==> src/rtl/cpu_pkg.sv <==
// Shared word width and single-entry slot state encoding for valid/ready buffer stages.
package cpu_pkg;

  localparam int CPU_WORD_W          = 32;
  localparam int DEMUX_WIDTH_DEFAULT = CPU_WORD_W;

  typedef enum logic {
    SLOT_EMPTY = 1'b0,
    SLOT_FULL  = 1'b1
  } slot_state_t;

  // A slot can take a new word if it is empty or its current word leaves this cycle.
  function automatic logic slot_has_space(input slot_state_t st, input logic drain);
    return (st == SLOT_EMPTY) || drain;
  endfunction

endpackage

==> src/rtl/stream_demux_if.sv <==
// Upstream and per-channel downstream signals of stream_demux.
// The in_bcast wire exists only when STREAM_DEMUX_BROADCAST_EN is defined.
interface stream_demux_if
  import cpu_pkg::*;
#(
  parameter int WIDTH = DEMUX_WIDTH_DEFAULT,
  parameter int NOUT  = 4
) ();

  localparam int SELW = $clog2(NOUT);

  logic                  in_valid;
  logic                  in_ready;
  logic [WIDTH-1:0]      in_data;
  logic [SELW-1:0]       in_sel;
  logic [NOUT-1:0]       out_valid;
  logic [NOUT-1:0]       out_ready;
  logic [NOUT*WIDTH-1:0] out_data;
  logic                  sel_err;
`ifdef STREAM_DEMUX_BROADCAST_EN
  logic                  in_bcast;

  modport master (
    output in_valid, in_data, in_sel, in_bcast, out_ready,
    input  in_ready, out_valid, out_data, sel_err
  );
  modport slave (
    input  in_valid, in_data, in_sel, in_bcast, out_ready,
    output in_ready, out_valid, out_data, sel_err
  );
`else
  modport master (
    output in_valid, in_data, in_sel, out_ready,
    input  in_ready, out_valid, out_data, sel_err
  );
  modport slave (
    input  in_valid, in_data, in_sel, out_ready,
    output in_ready, out_valid, out_data, sel_err
  );
`endif

endinterface

==> src/rtl/demux_slot.sv <==
// One-entry output register: loads a word, holds it stable until the consumer takes it.
module demux_slot
  import cpu_pkg::*;
#(
  parameter int WIDTH = DEMUX_WIDTH_DEFAULT
) (
  input  logic             clk,
  input  logic             rst,
  input  logic             i_load,
  input  logic [WIDTH-1:0] i_data,
  input  logic             i_out_ready,
  output logic             o_valid,
  output logic [WIDTH-1:0] o_data,
  output logic             o_space
);

  slot_state_t      r_state;
  slot_state_t      w_state_nxt;
  logic [WIDTH-1:0] r_data;
  logic             w_drain;

  always_ff @(posedge clk) begin
    if (rst) begin
      r_state <= SLOT_EMPTY;
      r_data  <= '0;
    end else begin
      r_state <= w_state_nxt;
      if (i_load) r_data <= i_data;
    end
  end

  assign w_drain = (r_state == SLOT_FULL) && i_out_ready;

  // A drain and a load on the same edge keep the slot full with the new word.
  always_comb begin
    w_state_nxt = r_state;
    case (r_state)
      SLOT_EMPTY: if (i_load) w_state_nxt = SLOT_FULL;
      SLOT_FULL:  if (w_drain && !i_load) w_state_nxt = SLOT_EMPTY;
      default:    w_state_nxt = SLOT_EMPTY;
    endcase
  end

  always_comb begin
    o_valid = (r_state == SLOT_FULL);
    o_space = slot_has_space(r_state, w_drain);
    o_data  = r_data;
  end

endmodule

==> src/rtl/stream_demux.sv <==
// Routes one valid/ready word stream to NOUT one-entry output slots, one cycle latency.
// Out-of-range selects are dropped and flagged; STREAM_DEMUX_BROADCAST_EN adds broadcast.
module stream_demux
  import cpu_pkg::*;
#(
  parameter int WIDTH = DEMUX_WIDTH_DEFAULT,
  parameter int NOUT  = 4
) (
  input  logic           clk,
  input  logic           rst,
  stream_demux_if.slave  bus
);

  logic [NOUT-1:0]  w_dec;
  logic [NOUT-1:0]  w_space;
  logic [NOUT-1:0]  w_load;
  logic [NOUT-1:0]  w_valid;
  logic [WIDTH-1:0] w_data [NOUT];
  logic             w_sel_ok;
  logic             w_bcast;
  logic             w_in_ready;
  logic             w_accept;
  logic             r_sel_err;

`ifdef STREAM_DEMUX_BROADCAST_EN
  assign w_bcast = bus.in_bcast;
`else
  assign w_bcast = 1'b0;
`endif

  // A select beyond the last channel matches no decode bit, which is how it is detected.
  always_comb begin
    w_dec = '0;
    for (int k = 0; k < NOUT; k++) begin
      w_dec[k] = (int'(bus.in_sel) == k);
    end
  end

  assign w_sel_ok = |w_dec;

  always_comb begin
    if (w_bcast)       w_in_ready = &w_space;
    else if (w_sel_ok) w_in_ready = |(w_space & w_dec);
    else               w_in_ready = 1'b1;
  end

  assign w_accept = bus.in_valid && w_in_ready;
  assign w_load   = !w_accept ? '0 : (w_bcast ? {NOUT{1'b1}} : w_dec);

  always_ff @(posedge clk) begin
    if (rst) begin
      r_sel_err <= 1'b0;
    end else if (w_accept && !w_bcast && !w_sel_ok) begin
      r_sel_err <= 1'b1;
    end
  end

  for (genvar k = 0; k < NOUT; k++) begin : g_slot
    demux_slot #(
      .WIDTH (WIDTH)
    ) u_slot (
      .clk         (clk),
      .rst         (rst),
      .i_load      (w_load[k]),
      .i_data      (bus.in_data),
      .i_out_ready (bus.out_ready[k]),
      .o_valid     (w_valid[k]),
      .o_data      (w_data[k]),
      .o_space     (w_space[k])
    );
  end

  always_comb begin
    bus.out_data = '0;
    for (int k = 0; k < NOUT; k++) begin
      bus.out_data[k*WIDTH +: WIDTH] = w_data[k];
    end
  end

  assign bus.in_ready  = w_in_ready;
  assign bus.out_valid = w_valid;
  assign bus.sel_err   = r_sel_err;

endmodule

==> src/flat_wrapper.sv <==
// flat-port wrapper written by rule: the top's interface ports become plain ports
module stream_demux_flat import cpu_pkg::*;
#(
  parameter int WIDTH = DEMUX_WIDTH_DEFAULT,
  parameter int NOUT  = 4
)
  (clk, rst, bus_in_valid, bus_in_data, bus_in_sel, bus_out_ready, bus_in_ready, bus_out_valid, bus_out_data, bus_sel_err);
  stream_demux_if #(.WIDTH(WIDTH), .NOUT(NOUT)) bus_i ();
  input  logic clk;
  input  logic rst;
  input wire logic [$bits(bus_i.in_valid)-1:0] bus_in_valid;
  input wire logic [$bits(bus_i.in_data)-1:0] bus_in_data;
  input wire logic [$bits(bus_i.in_sel)-1:0] bus_in_sel;
  input wire logic [$bits(bus_i.out_ready)-1:0] bus_out_ready;
  output wire logic [$bits(bus_i.in_ready)-1:0] bus_in_ready;
  output wire logic [$bits(bus_i.out_valid)-1:0] bus_out_valid;
  output wire logic [$bits(bus_i.out_data)-1:0] bus_out_data;
  output wire logic [$bits(bus_i.sel_err)-1:0] bus_sel_err;
  assign bus_i.in_valid = bus_in_valid;
  assign bus_i.in_data = bus_in_data;
  assign bus_i.in_sel = bus_in_sel;
  assign bus_i.out_ready = bus_out_ready;
  assign bus_in_ready = bus_i.in_ready;
  assign bus_out_valid = bus_i.out_valid;
  assign bus_out_data = bus_i.out_data;
  assign bus_sel_err = bus_i.sel_err;
  stream_demux #(.WIDTH(WIDTH), .NOUT(NOUT)) u_core (.clk(clk), .rst(rst), .bus(bus_i));
endmodule
==> config.mk <==
export PLATFORM = sky130hd
export DESIGN_NAME = stream_demux_flat
export DESIGN_NICKNAME = d
export VERILOG_FILES = /design/src/rtl/cpu_pkg.sv /design/src/rtl/stream_demux_if.sv /design/src/rtl/demux_slot.sv /design/src/rtl/stream_demux.sv /design/src/flat_wrapper.sv
export SDC_FILE = /design/constraint.sdc
export NUM_CORES = 1
export LEC_CHECK = 0
export CAP_MARGIN = 10
export CORE_MARGIN = 3
export CORE_UTILIZATION = 46
export DETAILED_ROUTE_END_ITERATION = 8
export GPL_TIMING_DRIVEN = 0
export PLACE_DENSITY = 0.76
export SLEW_MARGIN = 10
export SYNTH_ARGS = -nofsm -noshare
export SYNTH_HDL_FRONTEND = slang
export SYNTH_SLANG_ARGS = --single-unit
==> constraint.sdc <==
create_clock -name clk -period 1.7 [get_ports clk]
set_clock_uncertainty 0.15 [all_clocks]
set_input_delay 0.255 -clock clk [delete_from_list [all_inputs] [get_ports clk]]
set_output_delay 0.255 -clock clk [all_outputs]
set_load 0.03 [all_outputs]
Word level (Yosys, flattened, before mapping):

Index checks and enable logic that the tools add are counted.

* eq/ne operators: 3
* muxes and demuxes: 14
* bitwise gates (word level): 5
* reduce and logical (&&, ||, !) cells: 22

Operators by type and width (number)
* $logic_and A1 B1 Y1: 10
* $mux W1: 9
* $pmux W1 S2: 4
* $reduce_or A4 Y1: 2
* $logic_not A1 Y1: 5
* $and A4 B4 Y4: 1
* $eq A2 B2 Y1 const B: 2
* $logic_or A1 B1 Y1: 4
* $mux W4: 1
* $not A1 Y1: 4
* $eq A2 B1 Y1 const B: 1
* $logic_not A2 Y1: 1

* register bits: 133

Depth between registers and ports, before layout:

* word-level depth: 11
* mapped depth: 5
* depth with buffers taken out: 3

Hierarchy:

A second synthesis with hierarchy kept.

* cell total of the unflattened synthesis: 439
* area total of the unflattened synthesis: 4913.5 sq um

By module, submodules not included
* demux_slot: area each 1204.9 sq um, times used 4, cells each 108, sequential area each 660.6 sq um
* stream_demux: area each 93.8 sq um, times used 1, cells each 7, sequential area each 20.0 sq um

Worst setup path after synthesis:

Ideal clock, no wire load.

* path kind: reg-to-reg
* from: reg u_core.g_slot[0].u_slot.r_state
* to: reg u_core.g_slot[0].u_slot.r_data[10]
* clock period less this slack: 1.433 ns
* required time: 1.429 ns
* path slack: 0.267 ns
* arrival time: 1.162 ns
* setup time: 0.121 ns
* buffers on the path: 2
* stages on the path, launching flop included: 6
* path through: dfxtp_1 nor2b_1 or3_1 buf_6 buf_6 mux2i_1

* cells in the longest elaborated chain, start to end: 7

Ends and longest elaborated chain
* from (decl): RTL line demux_slot.sv:17 `slot_state_t r_state;`
* from (signal assigned): RTL line demux_slot.sv:27 `r_state <= w_state_nxt;`
* $logic_and A1 B1 Y1 or $not A1 Y1 (tied branches)
* $logic_or A1 B1 Y1 *: RTL line cpu_pkg.sv:14 `return (st == SLOT_EMPTY) || drain;`
* $and A4 B4 Y4 *: RTL line stream_demux.sv:43 `else if (w_sel_ok) w_in_ready = |(w_space & w_dec);`
* $reduce_or A4 Y1 *: RTL line stream_demux.sv:43
* $mux W1 *: RTL line stream_demux.sv:43
* $logic_and A1 B1 Y1 *: RTL line stream_demux.sv:47 `assign w_accept = bus.in_valid && w_in_ready;`
* $mux W4 *: RTL line stream_demux.sv:48 `assign w_load = !w_accept ? '0 : (w_bcast ? {NOUT{1'b1}} : w_dec);`
* to (signal assigned): RTL line demux_slot.sv:28 `if (i_load) r_data <= i_data;`
* to (decl): RTL line demux_slot.sv:19 `logic [WIDTH-1:0] r_data;`

Mark *: on every way between the ends. The rest lies on a longest branch, timed or not.
A chain may end at the register's enable or synchronous reset.

Worst setup path after layout:

* from: in bus_out_ready[3]
* to: out bus_in_ready

* cells in the longest elaborated chain, start to end: 5

Ends and longest elaborated chain
* from (decl): RTL line flat_wrapper.sv:14 `input wire logic [$bits(bus_i.out_ready)-1:0] bus_out_ready;`
* $logic_and A1 B1 Y1: RTL line demux_slot.sv:32 `assign w_drain = (r_state == SLOT_FULL) && i_out_ready;`
* $logic_or A1 B1 Y1: RTL line cpu_pkg.sv:14
* $and A4 B4 Y4: RTL line stream_demux.sv:43
* $reduce_or A4 Y1: RTL line stream_demux.sv:43
* $mux W1: RTL line stream_demux.sv:43
* to (decl): RTL line flat_wrapper.sv:15 `output wire logic [$bits(bus_i.in_ready)-1:0] bus_in_ready;`

Every way passes these cells.

==> metrics.md <==
| Metric | Value |
|---|---|
| Status | finished, violations left |
| CP Max Fanout | 3 |
| FP Rows | 38 |
| Synthesized Nets | 518 |
| Switching Share | approximately 23% |
| HP Class | in2reg |
| Die area | ~13,000 um2 |
| Clock period minus worst slack | 1.89 ns |
| Clock Latency Late Sink | ~0.40 ns |
| Number of synthesized register bits | roughly 130 |
| CTS Hold Buffers Added | 0 |
| Fraction of the mapped netlist area in adder cells | 0% |
| Worst Tran Pin Value | approximately 0.47 ns |
| LEAKAGE | ~4.0 nW |
| Slew Limit Headroom | 68.9% |
| Clock transition at path regs | around 0.05 ns |
| Worst reg-to-reg path cell count | 5 |
| Maximum vdd drop | 589 uV |
| Cell Pwr Density | 1040 nW/um2 |
| Vias | about 4,000 |
| Layout Utilization | 69.8% |
| Num CTS Buffers | 17 |
| CP endpoint kind | output pin |
| Simple-Gate Fraction of Synth Area | approximately a fifth |
| Clock tree from TritonCTS | yes |
| Root buffer cell | clkbuf_16 |
| Netlist cell types | 16 |
| Clock share of power | between 40 and 50% |
| Worst Setup Start Kind | input pin |
| Max clock buf depth | 2 |
| Final Hold Viols | 0 |
| Compound-Gate Fraction of Synth Area | 0.380% |
| First-pass GRT wire length | between 20,000 and 25,000 um |
| Antenna Nets Post-Route | 0 |
| Fin crit share | 111% |
| I/O Buffers | roughly 170 |
| # IOs | approximately 180 |
| Layout area overhead | 46.1% |
| Layout Nets | between 700 and 800 |
| Failing checks | setup timing |
| Required @ worst endpoint | between 1 and 1.5 ns |
| Syn Area/Cell | ~11 um2 |
| Die Ht | around 110 um |
| Largest family of logic cells by synthesized area | multiplexers |
| Reg power frac | 41.2% |
| Routed Wire Length | ~14,000 um |
| Worst Hold Launch | rst |
| # diodes | 0 |
| Final Setup Violations | 1 |
| # Max-Cap Violations | 0 |
| Final worst slack | -0.195 ns |
| H-tree level count | 4 |
| Vias in the first global route | between 4,000 and 5,000 |
| Hpwl dp | slightly above 10,000 um |
| Post-synthesis mux area share | around a quarter |
| Initial DRC Count | 113 |
| Yosys warns | 0 |
| Worst R2R Setup Slack | 0.12 ns |
| Max Freq | 0.528 GHz |
| Gr usage total | between 20 and 25% |
| Pwr Total | between 7 and 8 mW |
| Pin count of the biggest net entering global routing | 17 |
| Mapped cell area | 5270 um2 |
| Grt ovf | 0 |
| RR Startpoint | u_core.g_slot[3].u_slot.o_valid$_SDFF_PP0_ |
| Layout cells sized above 1 | a little under a tenth |
| Core ar. | 11,000 um2 |
| 1st-pass router iterations | 4 |
| Critical path type | in2out |
| GPL Wtd Cong | roughly 0.8 |
| Comb power frac | 11.1% |
| Vias per cell | 4.89 |
| FF+latch area | approximately 2700 um2 |
| Hold Path Depth | 3 |
| RSZ-0062 raised after global routing | yes |
| Layout fillers | around 900 |
| Critical path arrival | around 1.5 ns |
| Initial antenna violation count | 0 |
| Seq/Total Area, Yosys | between 50% and 60% |
| Starting density of the core | between 40% and 50% |
| Psw | 1.85 mW |
| Synthesized netlist cell count | 477 |
| Multi-input gate area | around 2400 um2 |
| Hold Path Sink | u_core.g_slot[3].u_slot.o_data[28]$_SDFFE_PP0P_ |
| Slew Viols, Final | 0 |
| Width of the die | 113 um |
| DR WL/cell | 17.2 um |
| Pint | around 6.1 mW |
| Post-synthesis xor/xnor area fraction | 0% |
| CTS Sinks | between 100 and 150 |
| DRC | 0 |
| Reg2reg end | u_core.g_slot[3].u_slot.o_data[20]$_SDFFE_PP0P_ |
-- logic make-up (layout without fill, tap and decap cells) --
logic type             Yosys count  in the layout
DFF                            133            133
muxes                          129            129
buffers and inverters           37            247
and+or+nand+nor                174            174
AOI/OAI and AO/OA                4              4
-- how the worst max path moves through the flow --
stage / slack (ns) / from / depth (start not counted) / end
floorplan: 0.27 / u_core.g_slot[0].u_slot.o_valid$_SDFF_PP0_ / 5 / u_core.g_slot[0].u_slot.o_data[10]$_SDFFE_PP0P_
global placement: -0.70 / bus_in_sel[0] / 3 / bus_in_ready
detailed placement: -0.72 / bus_in_sel[0] / 3 / bus_in_ready
CTS: -0.23 / bus_out_ready[2] / 4 / bus_in_ready
global route: -0.22 / u_core.g_slot[2].u_slot.o_valid$_SDFF_PP0_ / 3 / bus_in_ready
finish: -0.19 / bus_out_ready[3] / 4 / bus_in_ready
-- metrics by stage --
step | setup TNS (ns) | setup WS [ns] | std cells | area [um2] | hold WS (ns)
6_report | -0.195 | -0.195 | 827 | 7700 | 0.262
5_1_grt | -0.217 | -0.216 | 827 | 7700 | 0.310
4_1_cts | -0.228 | -0.228 | 823 | 7640 | 0.258
3_5_place_dp | -33.91 | -0.718 | 790 | 7180 | 0.310
3_3_place_gp | -29.37 | -0.701 | 790 | 7180 | 0.308
2_1_floorplan | 0 | 0.267 | 477 | 5270 | 0.302
-- power groups by stage --
| stage | Clock (mW) | Combinational (mW) | Sequential, mW |
|---|---|---|---|
| floorplan | 0 | 0.331 | 3.56 |
| global placement | 0 | 0.942 | 3.35 |
| detailed placement | 0 | 0.954 | 3.36 |
| CTS | 3.87 | 0.883 | 3.29 |
| global route | 4.02 | 0.938 | 3.30 |
| finish | 3.81 | 0.884 | 3.29 |
-- state kept, by name, summed over array words and instances (netlist names) --
register and cells:
u_core.g_slot.u_slot.o_data 128, u_core.bus.sel_err 1, u_core.g_slot.u_slot.o_valid 4
-- metal layers --
metal | GRT usage [%] | wire length, um
met1 | 25.8 | 5990
met2 | 38.9 | 7140
met3 | 8.13 | 950
met4 | 6.81 | 139
met5 | 0 | 0
-- cell usage in the layout (no fill, tap or decap), types with 6 or more instances in the layout --
cell	n
clkbuf_1	22
buf_4	10
mux2i_1	128
buf_2	9
dlygate4sd2_1	133
dfxtp_1	129
buf_6	6
clkdlybuf4s50_1	38
nand2b_1	162
clkbuf_16	17
-- cell type report --
cell class	instances	share of cell area, %
plain buffers	37	2.68
clock buffers	23	6.07
clock inverters	9	1.95
multi-input cells	307	31.6
flip-flops and latches	133	34.6
well taps	140	2.27
repair buffers	178	20.8
-- cell usage after synthesis --
master | instances | area, um2
and3_1 | 1 | 6.26
buf_2 | 10 | 50.1
nand2b_1 | 165 | 1030
dfxtp_1 | 133 | 2660
buf_4 | 6 | 45.0
nand4_1 | 1 | 6.26
nor2b_1 | 3 | 18.8
nor3_1 | 1 | 5.00
clkbuf_1 | 18 | 67.6
nand4b_1 | 1 | 8.76
mux2i_1 | 128 | 1280
buf_6 | 3 | 33.8
nand3_1 | 1 | 5.00
mux4_2 | 1 | 22.5
a21oi_1 | 4 | 20.0
or3_1 | 1 | 6.26
-- critical path, stage by stage --
cell and delay (ns):
clkdlybuf4s50_1 0.42, nand2b_4 0.15, mux4_2 0.50, buf_6 0.16
-- timing repair --
| action | in CTS | in global routing |
|---|---|---|
| setup endpoints to repair | 134 | 13 |
| gates resized for setup | 142 | 10 |
| cloned | 0 | 0 |
| setup buffers | 1 | 4 |
(Power assumes the default switching activity.)
